==> config.mk <==
export PLATFORM = sky130hd
export DESIGN_NAME = meta_pkt_gen
export DESIGN_NICKNAME = d
export VERILOG_FILES = /design/src/rtl/meta_pkt_gen.sv
export SDC_FILE = /design/constraint.sdc
export NUM_CORES = 1
export LEC_CHECK = 0
export ABC_AREA = 1
export CORE_ASPECT_RATIO = 0.75
export CORE_MARGIN = 2
export CORE_UTILIZATION = 47
export DETAILED_ROUTE_END_ITERATION = 10
export GPL_TIMING_DRIVEN = 0
export PLACE_DENSITY = 0.75
export SYNTH_ARGS = -nofsm -noshare
export SYNTH_HDL_FRONTEND = slang
export SYNTH_SLANG_ARGS = --single-unit
==> constraint.sdc <==
create_clock -name clk -period 4.4 [get_ports clk]
set_input_delay 1.32 -clock clk [delete_from_list [all_inputs] [get_ports clk]]
set_output_delay 1.32 -clock clk [all_outputs]
set_load 0.01 [all_outputs]
==> src/rtl/meta_pkt_gen.sv <==
// meta_pkt_gen: AXI-Stream packet generator producing fixed-length packets
// made of a header word followed by PKT_LEN-1 payload words. Channels are
// served round-robin and a sequence number tags every packet.
//
// Ports:
//   clk, resetn        clock (rising edge) and synchronous active-low reset
//   start              one-cycle request to begin generation (IDLE only)
//   stop               one-cycle request to end after the current packet
//   cont               1 = continuous back-to-back packets, 0 = single packet
//   cfg_gap[7:0]       idle cycles inserted between packets in continuous mode
//   axis_out_tdata     stream data (DW bits)
//   axis_out_tvalid    stream valid
//   axis_out_tlast     final word of a packet
//   axis_out_tready    downstream ready
//   busy               state is not IDLE
//   pkt_count[15:0]    completed packet counter, wraps
module meta_pkt_gen #(
    parameter int unsigned DW      = 128,
    parameter int unsigned PKT_LEN = 8,
    parameter int unsigned NCH     = 4,
    parameter logic [15:0] MAGIC   = 16'd1638
) (
    input  logic          clk,
    input  logic          resetn,
    input  logic          start,
    input  logic          stop,
    input  logic          cont,
    input  logic [7:0]    cfg_gap,
    output logic [DW-1:0] axis_out_tdata,
    output logic          axis_out_tvalid,
    output logic          axis_out_tlast,
    input  logic          axis_out_tready,
    output logic          busy,
    output logic [15:0]   pkt_count
);

    localparam logic [15:0] LAST_IDX = 16'(PKT_LEN - 1);
    localparam logic [15:0] CHAN_MAX = 16'(NCH - 1);
    localparam logic [15:0] LEN_FLD  = 16'(PKT_LEN);

    typedef enum logic [1:0] {
        S_IDLE = 2'd0,
        S_SEND = 2'd1,
        S_GAP  = 2'd2
    } state_t;

    state_t        state, state_n;
    logic [15:0]   widx, widx_n;
    logic [15:0]   seq, seq_n;
    logic [15:0]   chan, chan_n;
    logic [15:0]   cnt, cnt_n;
    logic          stop_pend, stop_pend_n;
    logic [7:0]    gap_cnt, gap_cnt_n;
    logic [DW-1:0] tdata, tdata_n;
    logic          tvalid, tvalid_n;
    logic          tlast, tlast_n;
    logic          busy_r, busy_n;

    // Word contents for a given index: header at index 0, payload otherwise.
    function automatic logic [DW-1:0] make_word(input logic [15:0] idx,
                                                input logic [15:0] seq_v,
                                                input logic [15:0] chan_v);
        logic [DW-1:0] w;
        w = '0;
        if (idx == 16'd0) begin
            w[DW-1 -: 16] = MAGIC;
            w[47:32]      = seq_v;
            w[31:16]      = chan_v;
            w[15:0]       = LEN_FLD;
        end else begin
            w[31:0] = {seq_v, idx};
        end
        return w;
    endfunction

    // State and datapath registers.
    always_ff @(posedge clk) begin
        if (!resetn) begin
            state     <= S_IDLE;
            widx      <= '0;
            seq       <= '0;
            chan      <= '0;
            cnt       <= '0;
            stop_pend <= 1'b0;
            gap_cnt   <= '0;
            tdata     <= '0;
            tvalid    <= 1'b0;
            tlast     <= 1'b0;
            busy_r    <= 1'b0;
        end else begin
            state     <= state_n;
            widx      <= widx_n;
            seq       <= seq_n;
            chan      <= chan_n;
            cnt       <= cnt_n;
            stop_pend <= stop_pend_n;
            gap_cnt   <= gap_cnt_n;
            tdata     <= tdata_n;
            tvalid    <= tvalid_n;
            tlast     <= tlast_n;
            busy_r    <= busy_n;
        end
    end

    // Next-state and next-output logic.
    always_comb begin
        logic        hs;
        logic        stop_now;
        logic [15:0] seq_inc;
        logic [15:0] chan_inc;
        logic [15:0] widx_inc;

        state_n     = state;
        widx_n      = widx;
        seq_n       = seq;
        chan_n      = chan;
        cnt_n       = cnt;
        stop_pend_n = stop_pend;
        gap_cnt_n   = gap_cnt;
        tdata_n     = tdata;
        tvalid_n    = tvalid;
        tlast_n     = tlast;

        hs       = tvalid & axis_out_tready;
        stop_now = stop_pend | stop;
        seq_inc  = 16'(seq + 16'd1);
        chan_inc = (chan == CHAN_MAX) ? 16'd0 : 16'(chan + 16'd1);
        widx_inc = 16'(widx + 16'd1);

        case (state)
            S_IDLE: begin
                if (start) begin
                    state_n     = S_SEND;
                    widx_n      = '0;
                    stop_pend_n = 1'b0;
                    tvalid_n    = 1'b1;
                    tlast_n     = 1'b0;
                    tdata_n     = make_word(16'd0, seq, chan);
                end
            end

            S_SEND: begin
                if (stop) begin
                    stop_pend_n = 1'b1;
                end
                if (hs) begin
                    if (widx == LAST_IDX) begin
                        seq_n  = seq_inc;
                        chan_n = chan_inc;
                        cnt_n  = 16'(cnt + 16'd1);
                        widx_n = '0;
                        if (cont && !stop_now) begin
                            if (cfg_gap != 8'd0) begin
                                state_n   = S_GAP;
                                gap_cnt_n = cfg_gap;
                                tvalid_n  = 1'b0;
                                tlast_n   = 1'b0;
                                tdata_n   = '0;
                            end else begin
                                // Zero-bubble: next header follows the tlast word directly.
                                tlast_n = 1'b0;
                                tdata_n = make_word(16'd0, seq_inc, chan_inc);
                            end
                        end else begin
                            state_n     = S_IDLE;
                            stop_pend_n = 1'b0;
                            tvalid_n    = 1'b0;
                            tlast_n     = 1'b0;
                            tdata_n     = '0;
                        end
                    end else begin
                        widx_n  = widx_inc;
                        tlast_n = (widx_inc == LAST_IDX);
                        tdata_n = make_word(widx_inc, seq, chan);
                    end
                end
            end

            S_GAP: begin
                if (stop) begin
                    state_n     = S_IDLE;
                    stop_pend_n = 1'b0;
                end else if (gap_cnt <= 8'd1) begin
                    // Last idle cycle: present the next header on the following cycle.
                    state_n  = S_SEND;
                    widx_n   = '0;
                    tvalid_n = 1'b1;
                    tlast_n  = 1'b0;
                    tdata_n  = make_word(16'd0, seq, chan);
                end else begin
                    gap_cnt_n = 8'(gap_cnt - 8'd1);
                end
            end

            default: begin
                state_n  = S_IDLE;
                tvalid_n = 1'b0;
                tlast_n  = 1'b0;
                tdata_n  = '0;
            end
        endcase

        busy_n = (state_n != S_IDLE);
    end

    assign axis_out_tdata  = tdata;
    assign axis_out_tvalid = tvalid;
    assign axis_out_tlast  = tlast;
    assign busy            = busy_r;
    assign pkt_count       = cnt;

endmodule

==> qor.yml <==
die:
  num_io_pins: 161
  die_y_microns: 114
  start_util_pct: 47.8
  core_area_sq_um: 16000
  die-area_sq_um: 17300
  fp-row-count: 40
  chipWidth_microns: 151
finish:
  nets: 1330
  synthToLayoutAreaGrowth_pct: 26.4
  drive_above_1_share_pct: 12.2
critical_path:
  crit_top_cell: "nand2_1"
  crit_type: "input pin to flip-flop"
  r2r_setup_slack_ps: 1480
  crit_slowest_cell: "nor3_2"
  r2r_start: "widx[0]"
  cp_slowest_stage_delay_ps: 560
  critPathRequiredTime_ps: 4760
  cp.arrival_ps: 3690
  endpoint_kind: "flip-flop"
  critPathMaxFanout: 10
  cp_cell_sequence: "clkdlybuf4s50_1, nand2_1, inv_1, nor2_1, inv_1, nand2_1, nor3_2, buf_2, nand2_1, nor3_1, nand4_1, a21oi_1"
  startpoint_type: "input pin"
  rr_worst_depth: 11
  r2r-end: "busy"
global_routing:
  grt_pass1_vias: 7170
  antenna_found_initial: 1
  grt_overflow: 0
  grt_pass1_wl_microns: 36800
  grt_max_degree: 17
  grt_usage_pct: 27.2
synth:
  yosysSeqAreaShare_pct: 33.3
  synth_top_cells_by_count: "nand2_1, a21oi_1, dfxtp_1, o21ai_0, buf_4"
  synth_top_area_cell: "dfxtp_1"
  avgSynthCellArea_sq_um: 6.75
  netlist_instances: 1132
  async_flop_share_pct: 0
  syn_area_sq_um: 7640
  synth_edf_count: 0
  ys_warn_count: 0
  synth_top_cell_area_share_pct: 33.3
  yosys-top-cells-area: "dfxtp_1, nand2_1, a21oi_1"
  ys.flop_type: "dfxtp_1"
  ys_types: 38
  ys_ff_latch: 127
  yosysMostFrequentCell: "nand2_1"
timing:
  fin_skew_ps: 10.1
  relSlewSlack_pct: 50.3
  slew_viol_final: 0
  rsz0062_at_grt: "false"
  finalCritPeriodShare_pct: 75.9
  timing_hold_violations_final: 0
  fin_setup_tns_ps: 0
  max_freq_mhz: 300
  tightest_slew_ps: 741
  setup-violations-final: 0
  fin_crit_ps: 3340
route:
  totalWireLength_microns: 22800
  met1_length_microns: 10800
  wl_met2_microns: 9520
  drc_errors: 0
  highest_layer: "met4"
  wl_met3_microns: 2120
  vias_per_cell: 5.23
  routedWlPerCell_microns: 14.9
  routed-via-count: 8001
  drtIter0Drc: 957
  dr.pass1.iters: 6
  ant_nets: 0
pwr:
  ir_drop_mv: 0.285
  fin_total_pwr_mw: 3.72
  p_leak_nw: 3.94
  cellPowerDensity_nw_per_um2: 385
clock_network:
  worstSkewPairLatency_ps: 430
  cts_root_buf: "clkbuf_16"
  postCtsResizedCells: 0
  clock-sinks: 127
  htreeDepth: 4
  clock_path_buffers: 2
  clkSlewWorstSetupHoldPaths_ps: 50
  cts_buffers: 17
  post_cts_buffers: 0
  cts_tree: "done"
  holdBufCountCts: 0
placed_design:
  portBuffers: 85
  place_congestion: 0.927
  dp_hpwl_microns: 16800
hold_path:
  holdPathStages: 2
  min_to: "axis_out_tlast"
  hp-start: "axis_out_tlast"
  worstHoldPathType: "flip-flop to flip-flop"
flow_run:
  drv_cap: 0
run_status:
  run_status: "finished clean"
[cell usage in the layout, fill, tap and decap left out, drive strengths merged, types with 3 or more instances in the layout]
| cell type | count |
|---|---|
| bufinv | 3 |
| ha | 7 |
| nor2 | 92 |
| clkbuf | 65 |
| conb | 74 |
| a21oi | 154 |
| clkinv | 3 |
| a31oi | 3 |
| xnor2 | 4 |
| o211ai | 3 |
| dfxtp | 127 |
| nor3 | 24 |
| buf | 101 |
| xor2 | 32 |
| inv | 92 |
| nand3 | 52 |
| nor4 | 11 |
| nand2 | 212 |
| o21ai | 128 |
| nand4 | 37 |
| clkdlybuf4s50 | 85 |
[through the flow]
step	hold WS [ps]	util [%]	cell area, sq um	instances	worst slack, ps
2_1_floorplan	469	-	7910	1205	1750
3_3_place_gp	454	56.5	9020	1500	643
3_5_place_dp	457	56.5	9020	1500	657
4_1_cts	466	60.4	9650	1530	1080
5_1_grt	490	60.4	9650	1530	887
6_report	464	60.5	9650	1531	1060
[layer usage]
layer  up-vias  GRT usage [%]
met5         -              0
met4         0           9.16
met2       352           38.6
met1      3639           40.2
li1       3978              -
met3        32           6.61
[report_power, final]
| part | internal (mW) | total, mW | switching, mW |
|---|---|---|---|
| clock network | 0.988 | 1.51 | 0.518 |
| logic | 0.358 | 0.874 | 0.517 |
| registers | 1.26 | 1.34 | 0.0798 |
| total | 2.60 | 3.72 | 1.11 |
[state kept, by name, indices dropped and copies added, names as in the netlist]
name,flops
axis_out_tdata,49
chan,16
pkt_count,16
seq,16
widx,16
gap_cnt,8
state,2
axis_out_tlast,1
axis_out_tvalid,1
busy,1
stop_pend,1
[cells by family after synthesis]
kind of cell	Yosys count	share of synthesized area (%)
flip-flops	127	33.3
other	1	0.0491
adder cells (fa/ha/maj)	7	1.15
buffers and inverters	234	15.9
AO/OA/AOI/OAI	294	19.7
AND/OR/NAND/NOR	433	25.7
XOR/XNOR	36	4.13
[critical path, delay by kind of cell]
kind / cells / cell delay (ps)
compound gates: 1 / 150
buf+inv: 4 / 970
simple gates: 7 / 1260
[final cells by class]
class	count	area, sq um
Inverter	93	349
Clock inverter	5	100
Multi-Input combinational cell	844	4150
Buffer	141	866
Timing Repair Buffer	85	851
Tap cell	210	263
Antenna cell	1	2.50
Sequential cell	127	2540
Clock buffer	25	526
Fill cell	1550	6310
[worst max-delay path by stage]
| stage | from | endpoint | slack (ps) |
|---|---|---|---|
| 2_1_floorplan | axis_out_tready | axis_out_tlast | 1750 |
| 3_3_place_gp | axis_out_tready | axis_out_tlast | 640 |
| 3_5_place_dp | axis_out_tready | axis_out_tlast | 660 |
| 4_1_cts | axis_out_tready | axis_out_tlast | 1080 |
| 5_1_grt | axis_out_tready | axis_out_tlast | 890 |
| 6_report | axis_out_tready | axis_out_tlast | 1060 |
Power figures use the tool's default switching activity.
